**config.mk**
```make
export PLATFORM = sky130hd
export DESIGN_NAME = midi_msg_tx
export DESIGN_NICKNAME = d
export VERILOG_FILES = /design/src/rtl/midi_pkg.sv /design/src/rtl/midi_uart_tx_byte.sv /design/src/rtl/midi_msg_tx.sv
export SDC_FILE = /design/constraint.sdc
export NUM_CORES = 1
export LEC_CHECK = 0
export BUFFER_PORTS_ARGS = -buffer_cell sky130_fd_sc_hd__buf_2
export CAP_MARGIN = 20
export CORE_MARGIN = 2
export CORE_UTILIZATION = 64
export CTS_CLUSTER_SIZE = 12
export DETAILED_ROUTE_END_ITERATION = 7
export PLACE_DENSITY = 0.91
export REMOVE_ABC_BUFFERS = 1
export SYNTH_ARGS = -nofsm -noshare
export SYNTH_HDL_FRONTEND = slang
export SYNTH_HIERARCHICAL = 1
export SYNTH_SLANG_ARGS = --single-unit
```
**constraint.sdc**
```tcl
create_clock -name CLK -period 7 [get_ports CLK]
set_input_delay 1.4 -clock CLK [delete_from_list [all_inputs] [get_ports CLK]]
set_output_delay 1.4 -clock CLK [all_outputs]
set_load 0.02 [all_outputs]
```
**src/rtl/midi_pkg.sv**
```systemverilog
// Shared MIDI status constants, message-length decode and serialiser FSM states.
// Pure definitions: no timing, no flow control.
package midi_pkg;

  localparam logic [7:0] NOTE_OFF         = 8'h80;
  localparam logic [7:0] NOTE_ON          = 8'h90;
  localparam logic [7:0] CTRL             = 8'hB0;
  localparam logic [7:0] PROG             = 8'hC0;
  localparam logic [7:0] CHPRESS          = 8'hD0;
  localparam logic [7:0] PBEND            = 8'hE0;
  localparam logic [7:0] CLOCK            = 8'hF8;
  localparam logic [7:0] CC_ALL_NOTES_OFF = 8'h7B;

  typedef enum logic [1:0] {
    ST_IDLE  = 2'd0,
    ST_START = 2'd1,
    ST_DATA  = 2'd2,
    ST_STOP  = 2'd3
  } tx_state_e;

  // Bytes on the wire for a given status; 0 marks a status this block refuses.
  function automatic logic [1:0] msg_len(input logic [7:0] status);
    logic [1:0] len;
    len = 2'd0;
    if (status >= NOTE_OFF && status < PROG)        len = 2'd3;
    else if (status >= PROG && status < PBEND)      len = 2'd2;
    else if (status >= PBEND && status < 8'hF0)     len = 2'd3;
    else if (status == 8'hF1 || status == 8'hF3)    len = 2'd2;
    else if (status == 8'hF2)                       len = 2'd3;
    else if (status == 8'hF6 || status >= CLOCK)    len = 2'd1;
    return len;
  endfunction

endpackage

```
**src/rtl/midi_uart_tx_byte.sv**
```systemverilog
// 8N1 byte serialiser, LSB first; TX falls on the edge that samples i_load.
// i_load is honoured only when idle or in the final stop-bit cycle (o_frame_end).
module midi_uart_tx_byte
  import midi_pkg::*;
#(
  parameter int CLKS_PER_BIT = 1600
) (
  input  logic       i_clk,
  input  logic       i_rst,
  input  logic       i_load,
  input  logic [7:0] i_byte,
  output logic       o_frame_end,
  output logic       o_near_end,
  output logic       o_tx
);

  localparam logic [15:0] TIMER_MAX = 16'(CLKS_PER_BIT - 1);

  tx_state_e   r_state;
  logic [15:0] r_timer;
  logic [2:0]  r_bit;
  logic [7:0]  r_shift;
  logic        r_tx;
  logic        w_tick;

  assign w_tick      = (r_timer == 16'd0);
  assign o_frame_end = (r_state == ST_STOP) && w_tick;
  // One cycle of warning lets the owner retire BUSY as the stop bit ends.
  assign o_near_end  = (r_state == ST_STOP) && (r_timer == 16'd1);
  assign o_tx        = r_tx;

  always_ff @(posedge i_clk) begin
    if (i_rst) begin
      r_state <= ST_IDLE;
      r_timer <= 16'd0;
      r_bit   <= 3'd0;
      r_shift <= 8'd0;
      r_tx    <= 1'b1;
    end else begin
      case (r_state)
        ST_IDLE: begin
          if (i_load) begin
            r_state <= ST_START;
            r_tx    <= 1'b0;
            r_timer <= TIMER_MAX;
            r_shift <= i_byte;
          end
        end
        ST_START: begin
          if (w_tick) begin
            r_state <= ST_DATA;
            r_tx    <= r_shift[0];
            r_shift <= {1'b0, r_shift[7:1]};
            r_bit   <= 3'd0;
            r_timer <= TIMER_MAX;
          end else begin
            r_timer <= r_timer - 16'd1;
          end
        end
        ST_DATA: begin
          if (w_tick) begin
            r_timer <= TIMER_MAX;
            if (r_bit == 3'd7) begin
              r_state <= ST_STOP;
              r_tx    <= 1'b1;
            end else begin
              r_bit   <= r_bit + 3'd1;
              r_tx    <= r_shift[0];
              r_shift <= {1'b0, r_shift[7:1]};
            end
          end else begin
            r_timer <= r_timer - 16'd1;
          end
        end
        ST_STOP: begin
          if (w_tick) begin
            if (i_load) begin
              r_state <= ST_START;
              r_tx    <= 1'b0;
              r_timer <= TIMER_MAX;
              r_shift <= i_byte;
            end else begin
              r_state <= ST_IDLE;
            end
          end else begin
            r_timer <= r_timer - 16'd1;
          end
        end
        default: r_state <= ST_IDLE;
      endcase
    end
  end

endmodule

```
**src/rtl/midi_msg_tx.sv**
```systemverilog
// MIDI message to UART line: latch on strobe, TX falls one edge later, bytes back-to-back.
// No backpressure: strobes while BUSY or with bad status are dropped (DROP); MIDI_RUNNING_STATUS_EN omits repeated status.
module midi_msg_tx
  import midi_pkg::*;
#(
  parameter int CLK_HZ = 50000000,
  parameter int BAUD   = 31250
) (
  input  logic        CLK,
  input  logic        RST,
  input  logic [23:0] MIDI_MSG,
  input  logic        MIDI_MSG_RDY,
  output logic        BUSY,
  output logic        DONE,
  output logic        DROP,
  output logic        TX
);

  localparam int CLKS_PER_BIT = CLK_HZ / BAUD;

  logic [23:0] r_msg;
  logic [1:0]  r_idx;
  logic [1:0]  r_end;
  logic        r_start;
  logic        r_busy;
  logic        r_done;
  logic        r_drop;

  logic [7:0]  w_status;
  logic [1:0]  w_len;
  logic        w_accept;
  logic        w_reject;
  logic        w_skip;
  logic        w_more;
  logic        w_load;
  logic [1:0]  w_load_idx;
  logic [7:0]  w_load_byte;
  logic        w_frame_end;
  logic        w_near_end;

  assign w_status = MIDI_MSG[23:16];
  assign w_len    = msg_len(w_status);
  assign w_accept = MIDI_MSG_RDY && !r_busy && (w_len != 2'd0);
  assign w_reject = MIDI_MSG_RDY && !w_accept;
  assign w_more   = (r_idx != r_end);

`ifdef MIDI_RUNNING_STATUS_EN
  logic [7:0] r_last_status;
  logic       w_chan_voice;

  assign w_chan_voice = (w_status >= NOTE_OFF) && (w_status < 8'hF0);
  assign w_skip       = w_chan_voice && (w_status == r_last_status);

  // Realtime (F8-FF) is transparent to running status; other system messages cancel it.
  always_ff @(posedge CLK) begin
    if (RST) begin
      r_last_status <= 8'h00;
    end else if (w_accept) begin
      if (w_chan_voice)          r_last_status <= w_status;
      else if (w_status < CLOCK) r_last_status <= 8'h00;
    end
  end
`else
  assign w_skip = 1'b0;
`endif

  // First byte loads from r_start; later bytes chain in the last stop-bit cycle.
  assign w_load = r_start || (r_busy && w_frame_end && w_more);

  always_comb begin
    w_load_idx  = r_start ? r_idx : (r_idx + 2'd1);
    w_load_byte = r_msg[7:0];
    case (w_load_idx)
      2'd0:    w_load_byte = r_msg[23:16];
      2'd1:    w_load_byte = r_msg[15:8];
      default: w_load_byte = r_msg[7:0];
    endcase
  end

  always_ff @(posedge CLK) begin
    if (RST) begin
      r_msg   <= 24'd0;
      r_idx   <= 2'd0;
      r_end   <= 2'd0;
      r_start <= 1'b0;
      r_busy  <= 1'b0;
      r_done  <= 1'b0;
      r_drop  <= 1'b0;
    end else begin
      r_start <= 1'b0;
      r_done  <= 1'b0;
      r_drop  <= w_reject;
      if (w_accept) begin
        r_msg   <= MIDI_MSG;
        r_idx   <= w_skip ? 2'd1 : 2'd0;
        r_end   <= w_len - 2'd1;
        r_start <= 1'b1;
        r_busy  <= 1'b1;
      end else if (r_busy && !r_start) begin
        if (w_frame_end && w_more) r_idx <= r_idx + 2'd1;
        if (w_near_end && !w_more) begin
          r_busy <= 1'b0;
          r_done <= 1'b1;
        end
      end
    end
  end

  midi_uart_tx_byte #(
    .CLKS_PER_BIT(CLKS_PER_BIT)
  ) u_byte (
    .i_clk       (CLK),
    .i_rst       (RST),
    .i_load      (w_load),
    .i_byte      (w_load_byte),
    .o_frame_end (w_frame_end),
    .o_near_end  (w_near_end),
    .o_tx        (TX)
  );

  assign BUSY = r_busy;
  assign DONE = r_done;
  assign DROP = r_drop;

endmodule

```
==> results.sh, run 1 <==
export IMPL_status="finished clean"
export IMPL_relSlewSlack_pct=46.7
export IMPL_grt_busiest_layer="met2"
export IMPL_grt_max_degree=41
export IMPL_finalHoldViolCount=0
export IMPL_crit_path_end="u_byte/r_shift[4]"
export IMPL_vdd_drop_max_mv=0.188
export IMPL_track_usage_pct=26.8
export IMPL_dieArea_um2=6000
export IMPL_drt_iter0_drc=255
export IMPL_fill_cells=377
export IMPL_cts_made_buffers=9
export IMPL_fin_skew_ps=9.07
export IMPL_synth_edff_count=0
export IMPL_fmax_ghz=0.293
export IMPL_setup_tns_ps=0
export IMPL_rsz0062_at_grt="no"
export IMPL_synth_area_um2=3460
export IMPL_hold_buffers=0
export IMPL_detail_route_antenna_nets=0
export IMPL_cp_start_kind="flip-flop"
export IMPL_grt_pass1_wl_um=13000
export IMPL_start_util_pct=66.8
export IMPL_clock_sinks=62
export IMPL_r2r_end="u_byte/r_shift[4]"
export IMPL_drt_pass1_iterations=5
export IMPL_layout_drive_gt1_share_pct=17.3
export IMPL_whs_ps=484
export IMPL_syn_inst=371
export IMPL_use_met2_pct=45.2
export IMPL_htreeDepth=3
export IMPL_clk_path_buf_depth=2
export IMPL_rows=26
export IMPL_die_w_um=77.5
export IMPL_hpwl_um=5160
export IMPL_ys_ff_latch=62
export IMPL_arrival_ps=3640
export IMPL_yosysWarnings=6
export IMPL_core_area_um2=5170
export IMPL_cts_resized=0
export IMPL_drv_cap=0
export IMPL_gp_congestion=0.835
export IMPL_cts_root_buf="clkbuf_8"
export IMPL_syn_avg_cell_area_um2=9.31
export IMPL_grt_pass1_vias=2816
export IMPL_p_leak_nw=1.53
export IMPL_diodes=0
export IMPL_final_cell_area_um2=3770
export IMPL_fin_crit_ps=3420
export IMPL_multiInputGateArea_um2=2010
export IMPL_timing_critical_path_from="u_byte/r_timer[0]"
export IMPL_insertion_delay_ps=340
export IMPL_synth_cell_types=57
export IMPL_cts_setup_buffers=0
export IMPL_r2r_cells=13
export IMPL_r2r_start="u_byte/r_timer[0]"
export IMPL_finalWirelength_um=7780
export IMPL_grt_use_met3_pct=6.51
export IMPL_hp_class="flip-flop to flip-flop"
export IMPL_reg2reg_slack_ps=3580
export IMPL_ioPinCount=31
export IMPL_cts_tree="done"
export IMPL_path_clk_slew_ps=70
export IMPL_required_ps=7230
export IMPL_finalSetupViolations=0
export IMPL_grt_overflow_total=0
export IMPL_drc=0
export IMPL_tightest_slew_ps=800
export IMPL_die_h_um=77.5
export IMPL_area_delta_synth_final_pct=9.20
export IMPL_io_buffer_count=30
export IMPL_synthFlopType="dfxtp_1"
export IMPL_ys_seq_area_share_pct=35.9
export IMPL_grt_util_met1_pct=31.7
export IMPL_endpoint_kind="flip-flop"
export IMPL_fin_crit_sh_pct=48.8
export IMPL_drt_vias_per_instance=6.53
export IMPL_antenna_found_initial=0
export IMPL_synthArstFlopShare_pct=0
export IMPL_power_density_nw_per_um2=377
export IMPL_routedWlPerCell_um=16.8
export IMPL_slew_viol_final=0
export IMPL_num_vias=3018
export IMPL_fin_nets=424
export IMPL_seqCellArea_um2=1240
export IMPL_placed_area_um2=3550
export IMPL_critPathKind="flip-flop to flip-flop"
export IMPL_path_max_fanout=12
[sequential cells by signal, indices dropped and copies added (netlist names)]
register	flops
r_start	1
r_idx	2
u_byte/o_tx	1
u_byte/r_shift	8
DONE	1
u_byte/r_bit	3
r_end	2
u_byte/r_state	2
DROP	1
r_msg	24
u_byte/r_timer	16
BUSY	1
[through the flow]
step                worst slack, ps  instances  utilization [%]  power (mW)
detailed placement             3590        446             68.7        1.05
finish                         3580        462             73.0        1.42
CTS                            3670        462             73.0        1.41
global route                   3360        462             73.0        1.50
global placement               3670        446             68.7        1.03
floorplan                      3890        345                -       0.903
[per-layer routing]
layer / vias up / part of all wire [%]
met2: 118 / 49
met4: 0 / 2.2
met1: 1427 / 43
li1: 1450 / -
met3: 23 / 5.8
met5: - / 0
[where the power goes]
group          total (mW)  leakage [nW]  switching [mW]  internal (mW)
combinational       0.615         0.911           0.374          0.241
sequential          0.457         0.506          0.0529          0.404
clock               0.349         0.109           0.148          0.201
total                1.42          1.53           0.575          0.846
[cells in the final DEF (no fill, tap or decap), drive strengths merged, types with 4 or more instances in the layout]
cell,count
and3,4
o221ai,10
clkinv,4
buf,31
nand2,9
a22o,27
ha,10
nand3,5
nor4,9
and4,4
clkbuf,9
nor2b,11
dfxtp,62
o21ai,16
inv,14
a21oi,14
nor3,10
or3b,11
a31oi,8
a2111oi,4
nand2b,11
nor2,21
mux2,8
or4,7
mux2i,28
[worst min path at each step]
stage,startpoint,endpoint,slack [ps],cells after the start
6_report,u_byte/r_shift[7],u_byte/r_shift[7],480,2
3_5_place_dp,u_byte/r_shift[7],u_byte/r_shift[7],470,2
2_1_floorplan,u_byte/r_shift[7],u_byte/r_shift[7],450,2
5_1_grt,r_end[1],r_end[1],500,1
3_3_place_gp,u_byte/r_shift[7],u_byte/r_shift[7],460,2
4_1_cts,u_byte/r_shift[7],u_byte/r_shift[7],480,2
[final cells by class]
class / instances / area share [%]
inverters: 14 / 1.39
clock inverters: 7 / 2.62
multi-input cells: 269 / 53.3
clock buffers: 9 / 3.28
well taps: 70 / 2.32
repair buffers: 31 / 4.18
flip-flops and latches: 62 / 32.9
[worst max-delay path: stages, from the launching register on]
cell and delay (ps):
dfxtp_1 440, inv_1 120, ha_1 260, nor3b_1 150, buf_4 190, and4_1 290
and2_1 230, nand2_1 110, a21oi_1 50, or2_2 360, or2_2 340, nand2_1 90
o21a_1 300, mux2_2 370
[Yosys cell counts, types with 4 or more instances]
| cell | n | area share, % |
|---|---|---|
| a2111oi_0 | 4 | 1.0 |
| a21oi_1 | 14 | 2.0 |
| a22o_1 | 27 | 6.8 |
| a31oi_1 | 8 | 1.4 |
| and3_1 | 4 | 0.72 |
| and4_1 | 4 | 1.0 |
| buf_2 | 6 | 0.87 |
| buf_6 | 6 | 2.0 |
| clkbuf_1 | 13 | 1.4 |
| dfxtp_1 | 62 | 36 |
| ha_1 | 10 | 3.6 |
| inv_1 | 14 | 1.5 |
| mux2_2 | 8 | 2.6 |
| mux2i_1 | 28 | 8.1 |
| nand2_1 | 9 | 0.98 |
| nand2b_1 | 11 | 2.0 |
| nand3_1 | 5 | 0.72 |
| nor2_1 | 20 | 2.2 |
| nor2b_1 | 11 | 2.0 |
| nor3_1 | 10 | 1.4 |
| nor4_1 | 6 | 1.1 |
| o21ai_0 | 16 | 2.3 |
| o221ai_1 | 10 | 2.5 |
| or3b_1 | 9 | 2.3 |
| or4_1 | 5 | 1.1 |
[logic make-up (layout without fill, tap and decap cells)]
group | after synthesis | count (layout) | synth area share, %
AO/OA/AOI/OAI | 100 | 100 | 21.4
AND/OR/NAND/NOR | 119 | 119 | 21.5
flip-flops | 62 | 62 | 35.9
multiplexers | 36 | 36 | 10.7
XOR/XNOR | 4 | 4 | 1.01
adder cells (fa/ha/maj) | 10 | 10 | 3.62
buffers and inverters | 40 | 61 | 5.87
Note: power is estimated with default switching activity, not from simulation.
==> inputs of run 2 (changes only) <==
--- a/config.mk
+++ b/config.mk
@@ -8,10 +8,10 @@
 export BUFFER_PORTS_ARGS = -buffer_cell sky130_fd_sc_hd__buf_2
 export CAP_MARGIN = 20
 export CORE_MARGIN = 2
-export CORE_UTILIZATION = 64
+export CORE_UTILIZATION = 59
 export CTS_CLUSTER_SIZE = 12
 export DETAILED_ROUTE_END_ITERATION = 7
-export PLACE_DENSITY = 0.91
+export PLACE_DENSITY = 0.85
 export REMOVE_ABC_BUFFERS = 1
 export SYNTH_ARGS = -nofsm -noshare
 export SYNTH_HDL_FRONTEND = slang
==> constraint.sdc (replaced) <==
create_clock -name CLK -period 3.25 [get_ports CLK]
set_input_delay 0.65 -clock CLK [delete_from_list [all_inputs] [get_ports CLK]]
set_output_delay 0.65 -clock CLK [all_outputs]
set_load 0.02 [all_outputs]
==> run 2 against run 1 <==
Net effect: register-to-register slack got worse by 3300 ps; global-route usage decreased by 0.93 points; maximum frequency increased by 16%; via count decreased by 2.3%; core utilization decreased by 4.0 points; power increased by 120%; die area increased by 8.0%; clock skew decreased by 0.50 ps; sequential share of layout area decreased by 0.61 points; critical endpoint is now u_byte/r_shift[0].
==> results.sh, run 2 (same netlist as run 1, synthesis figures left out) <==
export IMPL_htreeDepth=3
export IMPL_grt_pass1_vias=2832
export IMPL_dieArea_um2=6490
export IMPL_hold_buffers=0
export IMPL_vdd_drop_max_mv=0.430
export IMPL_core_area_um2=5570
export IMPL_die_h_um=80.5
export IMPL_cts_root_buf="clkbuf_8"
export IMPL_layout_drive_gt1_share_pct=19.0
export IMPL_path_clk_slew_ps=80
export IMPL_grt_use_met3_pct=8.20
export IMPL_finalSetupViolations=0
export IMPL_fin_skew_ps=8.57
export IMPL_largest_register="r_msg"
export IMPL_cts_made_buffers=9
export IMPL_grt_pass1_wl_um=13100
export IMPL_drt_pass1_iterations=5
export IMPL_pre_cts_slack_ps=343
export IMPL_start_util_pct=62.0
export IMPL_die_w_um=80.5
export IMPL_hp_class="flip-flop to flip-flop"
export IMPL_insertion_delay_ps=350
export IMPL_largest_register_ffs=24
export IMPL_fin_nets=433
export IMPL_critPathKind="flip-flop to flip-flop"
export IMPL_clk_path_buf_depth=2
export IMPL_dp_cells=457
export IMPL_arrival_ps=3190
export IMPL_grt_overflow_total=0
export IMPL_endpoint_kind="flip-flop"
export IMPL_drt_iter0_drc=219
export IMPL_detail_route_antenna_nets=0
export IMPL_fin_crit_sh_pct=90.6
export IMPL_num_vias=2950
export IMPL_finalWirelength_um=7760
export IMPL_whs_ps=480
export IMPL_fin_crit_ps=2940
export IMPL_cts_setup_buffers=0
export IMPL_p_leak_nw=1.56
export IMPL_finalHoldViolCount=0
export IMPL_final_cell_mix="dfxtp_1, buf_2, mux2i_1"
export IMPL_tightest_slew_ps=837
export IMPL_cts_resized=0
export IMPL_drc=0
export IMPL_power_mw=3.14
export IMPL_layout_commonest_cell="dfxtp_1"
export IMPL_power_density_nw_per_um2=817
export IMPL_track_usage_pct=25.9
export IMPL_stdcell_count=473
export IMPL_diodes=0
export IMPL_ioPinCount=31
export IMPL_clock_sinks=62
export IMPL_drt_vias_per_instance=6.24
export IMPL_relSlewSlack_pct=44.2
export IMPL_antenna_found_initial=0
export IMPL_grt_util_met1_pct=30.9
export IMPL_grt_busiest_layer="met2"
export IMPL_drv_cap=0
export IMPL_grt_max_degree=41
export IMPL_fmax_ghz=0.340
export IMPL_io_buffer_count=30
export IMPL_cp_start_kind="flip-flop"
export IMPL_timing_final_ws_setup_ps=305
export IMPL_use_met2_pct=43.8
export IMPL_path_max_fanout=8
export IMPL_required_ps=3490
export IMPL_slew_viol_final=0
export IMPL_area_delta_synth_final_pct=11.3
export IMPL_rows=27
export IMPL_setup_tns_ps=0
export IMPL_hpwl_um=5260
export IMPL_cts_tree="done"
export IMPL_routedWlPerCell_um=16.4
export IMPL_rsz0062_at_grt="no"
export IMPL_reg_top3="r_msg (24), u_byte/r_timer (16), u_byte/r_shift (8)"
export IMPL_status="finished clean"
export IMPL_gp_congestion=0.906
-- run 2: path summary, 6_finish.rpt --
kind / from / to / slack (ps) / cells past startpoint
worst max-delay path: u_byte/r_timer[0] / u_byte/r_shift[0] / 310 / 12
worst min-delay path: u_byte/r_shift[7] / u_byte/r_shift[7] / 480 / 2
worst max register to register: u_byte/r_timer[0] / u_byte/r_shift[0] / 310 / 12
worst min register to register: u_byte/r_shift[7] / u_byte/r_shift[7] / 480 / 2
-- run 2: area by class of cell --
type	instances	area, µm²
inverters	14	52.6
multi-input cells	269	2010
clock buffers	11	141
well taps	72	90.1
clock inverters	5	82.6
fillers	456	1730
repair buffers	40	225
flip-flops and latches	62	1240
-- run 2: critical path: stages, from the launching register on --
cell and delay (ps):
dfxtp_1 420, inv_1 90, ha_1 230, nor3b_1 160
and4_1 180, and2_1 170, nand2_1 100, a21oi_1 50
or2_2 340, or2_2 340, nand2_1 100, o21a_1 290
mux2_2 370
-- run 2: per-layer routing --
| metal | part of all wire, % | wire length, µm |
|---|---|---|
| met2 | 49 | 3820 |
| met5 | 0 | 0 |
| met4 | 1.6 | 121 |
| met3 | 4.7 | 365 |
| met1 | 44 | 3450 |
-- run 2: report_power, final --
group / switching, mW / leakage (nW) / internal, mW
logic: 0.816 / 0.955 / 0.577
registers: 0.112 / 0.506 / 0.869
clock network: 0.316 / 0.102 / 0.453
total: 1.24 / 1.56 / 1.90
-- run 2: metrics by stage --
step                      instance area [µm²]  util, %
final                                    3840     69.0
after detailed placement                 3620     65.0
after CTS                                3840     69.0
after global placement                   3620     65.0
after floorplan                          3310        -
after global routing                     3840     69.0
